`src/rtl/usart_pkg.sv`:
```
// Shared USART definitions: state encodings for the receiver and transmitter
// and the default bit period.
package usart_pkg;

    localparam int CLKS_PER_BIT_DEF = 16;

    typedef enum logic [2:0] {
        RX_IDLE      = 3'd0,
        RX_START     = 3'd1,
        RX_DATA      = 3'd2,
        RX_STOP      = 3'd3,
        RX_WAIT_IDLE = 3'd4
    } rx_state_t;

    typedef enum logic [2:0] {
        TX_IDLE  = 3'd0,
        TX_START = 3'd1,
        TX_DATA  = 3'd2,
        TX_STOP  = 3'd3
    } tx_state_t;

endpackage

```
`src/rtl/usart_sync.sv`:
```
// Two-flop synchronizer for an asynchronous single-bit input.
module usart_sync #(
    parameter logic RESET_VAL = 1'b1
) (
    input  logic clk,
    input  logic rst,
    input  logic d,
    output logic q
);

    logic meta;

    always_ff @(posedge clk or posedge rst) begin
        if (rst) begin
            meta <= RESET_VAL;
            q    <= RESET_VAL;
        end else begin
            meta <= d;
            q    <= meta;
        end
    end

endmodule

```
`src/rtl/usart_rx.sv`:
```
// 8N1 serial receiver with mid-bit sampling, frame-error and overrun flags,
// and a level rx_ready / rx_ack handshake toward the consumer.
module usart_rx
    import usart_pkg::*;
#(
    parameter int CLKS_PER_BIT = CLKS_PER_BIT_DEF
) (
    input  logic       clk,
    input  logic       reset,
    input  logic       rxd,
    input  logic       rx_ack,
    output logic [7:0] rx_dat,
    output logic       rx_ready,
    output logic       is_recv,
    output logic       frame_err,
    output logic       overrun,
    output logic [2:0] dbg_state
);

    // Handshake: rx_ready stays high from byte delivery until rx_ack is seen
    // high on a clock edge; a delivery in that same cycle takes precedence.

    localparam int CW = $clog2(CLKS_PER_BIT);
    localparam logic [CW-1:0] FULL_LAST = CW'(CLKS_PER_BIT - 1);
    localparam logic [CW-1:0] HALF_LAST = CW'(CLKS_PER_BIT / 2 - 1);

    rx_state_t     state, next_state;
    logic          rxs;
    logic [CW-1:0] baud_cnt;
    logic [2:0]    bit_cnt;
    logic [7:0]    shift_reg;
    logic          deliver_q;

    logic sample, shift_en, deliver, stop_bad;

    usart_sync #(.RESET_VAL(1'b1)) u_sync (
        .clk (clk),
        .rst (reset),
        .d   (rxd),
        .q   (rxs)
    );

    assign dbg_state = state;

    always_ff @(posedge clk or posedge reset) begin
        if (reset) state <= RX_IDLE;
        else       state <= next_state;
    end

    always_comb begin
        next_state = state;
        case (state)
            RX_IDLE:      if (!rxs) next_state = RX_START;
            RX_START:     if (sample) next_state = rxs ? RX_IDLE : RX_DATA;
            RX_DATA:      if (sample && bit_cnt == 3'd7) next_state = RX_STOP;
            RX_STOP:      if (sample) next_state = rxs ? RX_IDLE : RX_WAIT_IDLE;
            RX_WAIT_IDLE: if (rxs) next_state = RX_IDLE;
            default:      next_state = RX_IDLE;
        endcase
    end

    always_comb begin
        sample   = 1'b0;
        shift_en = 1'b0;
        deliver  = 1'b0;
        stop_bad = 1'b0;
        case (state)
            RX_START: sample = (baud_cnt == HALF_LAST);
            RX_DATA: begin
                sample   = (baud_cnt == FULL_LAST);
                shift_en = sample;
            end
            RX_STOP: begin
                sample   = (baud_cnt == FULL_LAST);
                deliver  = sample && rxs;
                stop_bad = sample && !rxs;
            end
            default: ;
        endcase
    end

    // The detect cycle in IDLE counts toward the half-bit wait, so the start
    // sample lands mid-bit and the nominal latency comes out exact.
    always_ff @(posedge clk or posedge reset) begin
        if (reset) begin
            baud_cnt  <= '0;
            bit_cnt   <= '0;
            shift_reg <= '0;
        end else begin
            case (state)
                RX_IDLE: begin
                    baud_cnt <= rxs ? '0 : CW'(1);
                    bit_cnt  <= '0;
                end
                RX_START, RX_DATA, RX_STOP:
                    baud_cnt <= sample ? '0 : baud_cnt + CW'(1);
                default: baud_cnt <= '0;
            endcase
            if (shift_en) begin
                shift_reg <= {rxs, shift_reg[7:1]};
                bit_cnt   <= bit_cnt + 3'd1;
            end
        end
    end

    always_ff @(posedge clk or posedge reset) begin
        if (reset) begin
            deliver_q <= 1'b0;
            frame_err <= 1'b0;
            is_recv   <= 1'b0;
            overrun   <= 1'b0;
            rx_ready  <= 1'b0;
            rx_dat    <= '0;
        end else begin
            deliver_q <= deliver;
            frame_err <= stop_bad;
            is_recv   <= (next_state != RX_IDLE);
            overrun   <= deliver_q && rx_ready && !rx_ack;
            if (deliver_q && (!rx_ready || rx_ack)) begin
                rx_dat   <= shift_reg;
                rx_ready <= 1'b1;
            end else if (rx_ack) begin
                rx_ready <= 1'b0;
            end
        end
    end

endmodule

```
`config.mk`:
```
export PLATFORM = sky130hd
export DESIGN_NAME = usart_rx
export DESIGN_NICKNAME = d
export VERILOG_FILES = /design/src/rtl/usart_pkg.sv /design/src/rtl/usart_sync.sv /design/src/rtl/usart_rx.sv
export SDC_FILE = /design/constraint.sdc
export NUM_CORES = 1
export LEC_CHECK = 0
export BUFFER_PORTS_ARGS = -buffer_cell sky130_fd_sc_hd__buf_2
export CORE_AREA = 2 2 51 53
export CTS_BUF_LIST = sky130_fd_sc_hd__clkbuf_8
export DETAILED_ROUTE_END_ITERATION = 6
export DIE_AREA = 0 0 53 55
export GPL_TIMING_DRIVEN = 0
export MAX_ROUTING_LAYER = met4
export PLACE_DENSITY = 0.83
export SLEW_MARGIN = 30
export SYNTH_ARGS = -nofsm -noshare
export SYNTH_HDL_FRONTEND = slang
export SYNTH_HIERARCHICAL = 1
export SYNTH_SLANG_ARGS = --single-unit
```
`constraint.sdc`:
```
create_clock -name clk -period 2.7 [get_ports clk]
set_input_delay 0.54 -clock clk [delete_from_list [all_inputs] [get_ports clk]]
set_output_delay 0.54 -clock clk [all_outputs]
set_load 0.03 [all_outputs]
```
Word level (Yosys, flattened, before mapping)
Index checks and enable logic that the tools add are counted.
{ "word_totals": {"ff_bits": 33, "in_bits": 4, "out_inout_bits": 15, "word_cells": 56} }
{ "classes": {"addsub": 2, "eq_ne": 7, "mux": 19, "reduce_logical": 16} }
{ "ops": {"columns": ["cell", "n"], "rows": [
  ["3-bit two-way mux", 8],
  ["3-bit case mux with 5 select lines", 1],
  ["4-bit case mux with 2 select lines", 1],
  ["3-bit by 2-bit equality test with 1-bit output (second input constant)", 2],
  ["3-bit equality test (second input constant)", 2],
  ["1-bit logical AND", 6],
  ["1-bit two-way mux", 6],
  ["4-bit by 1-bit adder with 4-bit output (second input constant)", 1],
  ["4-bit by 3-bit equality test with 1-bit output (second input constant)", 1],
  ["4-bit equality test (second input constant)", 1],
  ["4-bit two-way mux", 1],
  ["2-bit nonzero test", 2],
  ["3-bit by 1-bit adder with 3-bit output (second input constant)", 1],
  ["3-bit by 1-bit equality test with 1-bit output (second input constant)", 1],
  ["1-bit zero test", 3],
  ["3-bit zero test", 1],
  ["3-bit nonzero test", 1],
  ["3-bit OR reduction", 1],
  ["2-bit two-way mux", 1],
  ["1-bit case mux with 2 select lines", 1],
  ["2-bit OR reduction", 1],
  ["1-bit logical OR", 1]
]} }

Longest topological paths before layout
{ "logic_depth": {"depth_word": 7, "mapped_depth": 6, "depth_no_buf": 5} }

Modules after synthesis
The synthesis kept the hierarchy.
{ "modules_own_cells": {"columns": ["mod", "instances", "cells_each", "area_each_um2", "seq_area_each_um2"], "rows": [
  ["usart_rx", 1, 111, 1361.3, 775.7],
  ["usart_sync", 1, 3, 56.3, 52.6]
]} }

Worst setup path before layout
Ideal clock, no wire load.
{ "synth_path": {"path_type": "register -> register", "startpoint": "register state[2], in the netlist dbg_state[2]", "endpoint": "register shift_reg[1]", "setup_ns": 0.125, "arrival_time_ns": 1.510, "required_ns": 2.575, "path_slack_ns": 1.064, "path_stages_with_launch": 5, "path_buffers": 1, "synth_period_minus_slack_ns": 1.636, "path_cell_list": "dfrtp_1 nand2b_2 nor3_4 buf_8 mux2_4"} }
{ "synth_via": {"elab_chain_len": 2} }
{ "synth_rtl": {"columns": ["item", "line_no", "source"], "rows": [
  ["start: declaration", "usart_rx.sv:27", "rx_state_t state, next_state;"],
  ["start signal: assignment", "usart_rx.sv:47", "else state <= next_state;"],
  ["3-bit by 2-bit equality test with 1-bit output", "usart_rx.sv:67", "case (state)"],
  ["1-bit two-way mux", "usart_rx.sv:67", null],
  ["end signal: assignment", "usart_rx.sv:100", "shift_reg <= {rxs, shift_reg[7:1]};"],
  ["end: declaration", "usart_rx.sv:31", "logic [7:0] shift_reg;"]
]} }
Every way passes these cells.
A chain may end at the register's enable or synchronous reset.

Worst setup path in the final report
{ "layout_path": {"startpoint": "register baud_cnt[0]", "endpoint": "register shift_reg[1]"} }
{ "layout_via": {"elab_chain_len": 2} }
{ "layout_rtl": {"columns": ["item", "line_no", "source"], "rows": [
  ["start: declaration", "usart_rx.sv:29", "logic [CW-1:0] baud_cnt;"],
  ["start signal: assignment", "usart_rx.sv:92", "baud_cnt <= rxs ? '0 : CW'(1);"],
  ["start signal: assignment", "usart_rx.sv:96", "baud_cnt <= sample ? '0 : baud_cnt + CW'(1);"],
  ["4-bit equality test", "usart_rx.sv:70", "sample = (baud_cnt == FULL_LAST);"],
  ["1-bit two-way mux", "usart_rx.sv:67", null]
]} }
Every way passes these cells.

==> flow_metrics.env <==
export IMPL_status="finished, final reports clean"
export IMPL_gp_congestion=0.892
export IMPL_post_cts_buffers=0
export IMPL_synth_cell_types=32
export IMPL_crit_path_end_kind="register"
export IMPL_grt_overflow_total=0
export IMPL_hold_slack_ps=291
export IMPL_drv_cap=0
export IMPL_track_usage_pct=20.4
export IMPL_max_vdd_ir_drop_mv=0.578
export IMPL_crit_family="simple AND/OR/NAND/NOR gates"
export IMPL_fp_dieW_um=53
export IMPL_grt_use_met1_pct=21.1
export IMPL_critPathKind="reg -> reg"
export IMPL_startpoint_type="register"
export IMPL_critPathMaxStageDelay_ps=380
export IMPL_top_usage_layer="met2"
export IMPL_fin_crit_ps=1760
export IMPL_grt_pass1_vias=900
export IMPL_layout_common_cells="dfrtp_1 (31), buf_2 (21), mux2_2 (12), nand2_1 (12), nor2_1 (8)"
export IMPL_drt_vias_per_instance=5.38
export IMPL_cp_slowest_cell="dfrtp_1"
export IMPL_mostFrequentLayoutCell="dfrtp_1"
export IMPL_tns_ps=0
export IMPL_dp_hpwl_mm=1.65
export IMPL_crit_required_ps=2860
export IMPL_io_buffers=18
export IMPL_clk_latency_ps=280
export IMPL_p_leak_nw=0.845
export IMPL_syn_inst=114
export IMPL_internal_power_mw=0.900
export IMPL_route_vias_total=915
export IMPL_firstDrtPassIters=4
export IMPL_finalWirelength_mm=2.35
export IMPL_maxSlewViolCount=0
export IMPL_clockBufferDepth=2
export IMPL_fin_skew_ps=8.63
export IMPL_area_growth_pct=16.2
export IMPL_power_density_nw_per_um2=802
export IMPL_ant_nets=0
export IMPL_num_rows=18
export IMPL_clock_power_share_pct=30.3
export IMPL_ioPinCount=19
export IMPL_ctsHoldBuffers=0
export IMPL_n_antenna_cell=0
export IMPL_crit_fanout=10
export IMPL_yosysTopAreaCell="dfrtp_1"
export IMPL_fin_crit_sh_pct=65.3
export IMPL_grt_max_degree=32
export IMPL_tightest_slew_ps=622
export IMPL_cts_tree="built"
export IMPL_drcViolationCount=0
export IMPL_setup_violations=0
export IMPL_fin_total_pwr_mw=1.32
export IMPL_clkTransAtPathRegs_ps=70
export IMPL_synth_area_um2=1420
export IMPL_fill_cells=177
export IMPL_htree_num_levels=2
export IMPL_switching_share_pct=31.8
export IMPL_cts_resized=0
export IMPL_drive_gt1_share_pct=37.9
export IMPL_cts_buffers=5
export IMPL_maxSlewHeadroom_pct=58.4
export IMPL_first_iter_violations=11
export IMPL_postSynthNetCount=121
export IMPL_yosysTopAreaCellShare_pct=54.7
export IMPL_die_height_um=55
export IMPL_worstPathCellList="ha_1 > nand3_2 > nor3_4 > buf_8 > mux2_4"
export IMPL_die_area_um2=2920
export IMPL_pre_cts_ws_ps=961
export IMPL_switching_power_mw=0.420
export IMPL_grtUsageMet3_pct=5.91
export IMPL_critPathBufInv=1
export IMPL_finalHoldViolCount=0
export IMPL_final_net_count=146
export IMPL_combPwrFrac_pct=25.6
export IMPL_cts_root_buf="clkbuf_8"
export IMPL_clkSinkCount=33
export IMPL_hp_class="in -> async"
export IMPL_antenna_found_initial=0
export IMPL_yosysWarnings=6
export IMPL_core_area_um2=2360
export IMPL_cp_arrival_ps=1930
export IMPL_grt_util_met2_pct=33.3
export IMPL_synth_area_leaders="dfrtp_1 (55%), mux2_2 (9.5%), mux2_4 (4.2%)"
export IMPL_grt_first_pass_wirelength_mm=3.88
export IMPL_avgSynthCellArea_um2=12.4
export IMPL_start_util_pct=59.9
export IMPL_rsz0062_at_grt="false"
export IMPL_seqPwrFrac_pct=44.1
export IMPL_max_freq_ghz=0.567
export IMPL_synth_seq_area_share_pct=58.4
export IMPL_synth_seq_cells=33
export IMPL_layout_setup_ws_ps=938
export IMPL_wl_per_cell_um=13.8
[cells in the mapped netlist, drive strengths merged]
| master | instances |
|---|---|
| nand2b | 2 |
| a221oi | 1 |
| dfstp | 2 |
| ha | 3 |
| clkbuf | 1 |
| nand3b | 1 |
| nor3 | 2 |
| or3 | 2 |
| inv | 7 |
| o221a | 1 |
| xnor2 | 2 |
| o2111a | 1 |
| mux2 | 16 |
| nand2 | 12 |
| o22ai | 1 |
| o21ai | 3 |
| nor2 | 8 |
| nand3 | 4 |
| a22o | 1 |
| buf | 4 |
| dfrtp | 31 |
| a21oi | 4 |
| mux2i | 1 |
| nor2b | 1 |
| and3 | 1 |
| a41o | 1 |
| or3b | 1 |
[worst reg2reg max path, delay by kind of cell (launching register included)]
kind,cells,cell delay [ps]
buf+inv,1,190
simple gates,2,480
mux,1,300
flops,1,380
fa+ha+maj,1,290
[power by group through the flow]
stage | clock (mW) | combinational (mW) | sequential [mW]
CTS | 0.410 | 0.339 | 0.582
floorplan | 0 | 0.233 | 0.617
global route | 0.425 | 0.380 | 0.588
finish | 0.399 | 0.339 | 0.582
detailed placement | 0 | 0.334 | 0.591
global placement | 0 | 0.321 | 0.588
[routing by layer]
metal	share of wire, %	vias to the layer above
met2	52	22
met1	42	446
met5	0	-
met3	4.3	8
li1	-	439
met4	2.2	0
[per-stage QoR]
stage | area, um2 | utilization, % | instances
2_1_floorplan | 1420 | - | 114
3_3_place_gp | 1550 | 65.3 | 162
3_5_place_dp | 1550 | 65.3 | 162
4_1_cts | 1650 | 69.6 | 170
5_1_grt | 1650 | 69.6 | 170
6_report | 1650 | 69.6 | 170
[layout make-up]
class	count	area, um2	area share, %
tap	30	37.5	2.28
inverter	7	26.3	1.60
buffer	5	33.8	2.05
timing repair buffer	18	90.1	5.47
clock buffer	7	96.3	5.85
clock inverter	1	5.00	0.304
sequential	33	828	50.3
multi-input combinational	69	529	32.1
[path summary, 6_finish.rpt]
path	slack, ps	start	cells past startpoint	endpoint
min in group clk	360	rxd	1	u_sync/meta$_DFF_PP1_
max in group asynchronous	1940	reset	2	rx_dat[0]$_DFFE_PP0P_
max	940	baud_cnt[0]$_DFF_PP0_	5	shift_reg[1]$_DFFE_PP0P_
min reg2reg	370	u_sync/meta$_DFF_PP1_	0	u_sync/q$_DFF_PP1_
max reg2reg	940	baud_cnt[0]$_DFF_PP0_	5	shift_reg[1]$_DFFE_PP0P_
min	290	reset	2	u_sync/meta$_DFF_PP1_
[kinds of logic after synthesis]
group | share of synthesized area, %
AND/OR/NAND/NOR | 12.5
flip-flops | 58.4
multiplexers | 14.5
AO/OA/AOI/OAI | 6.44
buffers and inverters | 4.24
adder cells (fa/ha/maj) | 2.65
XOR/XNOR | 1.24
(Power assumes the default switching activity.)
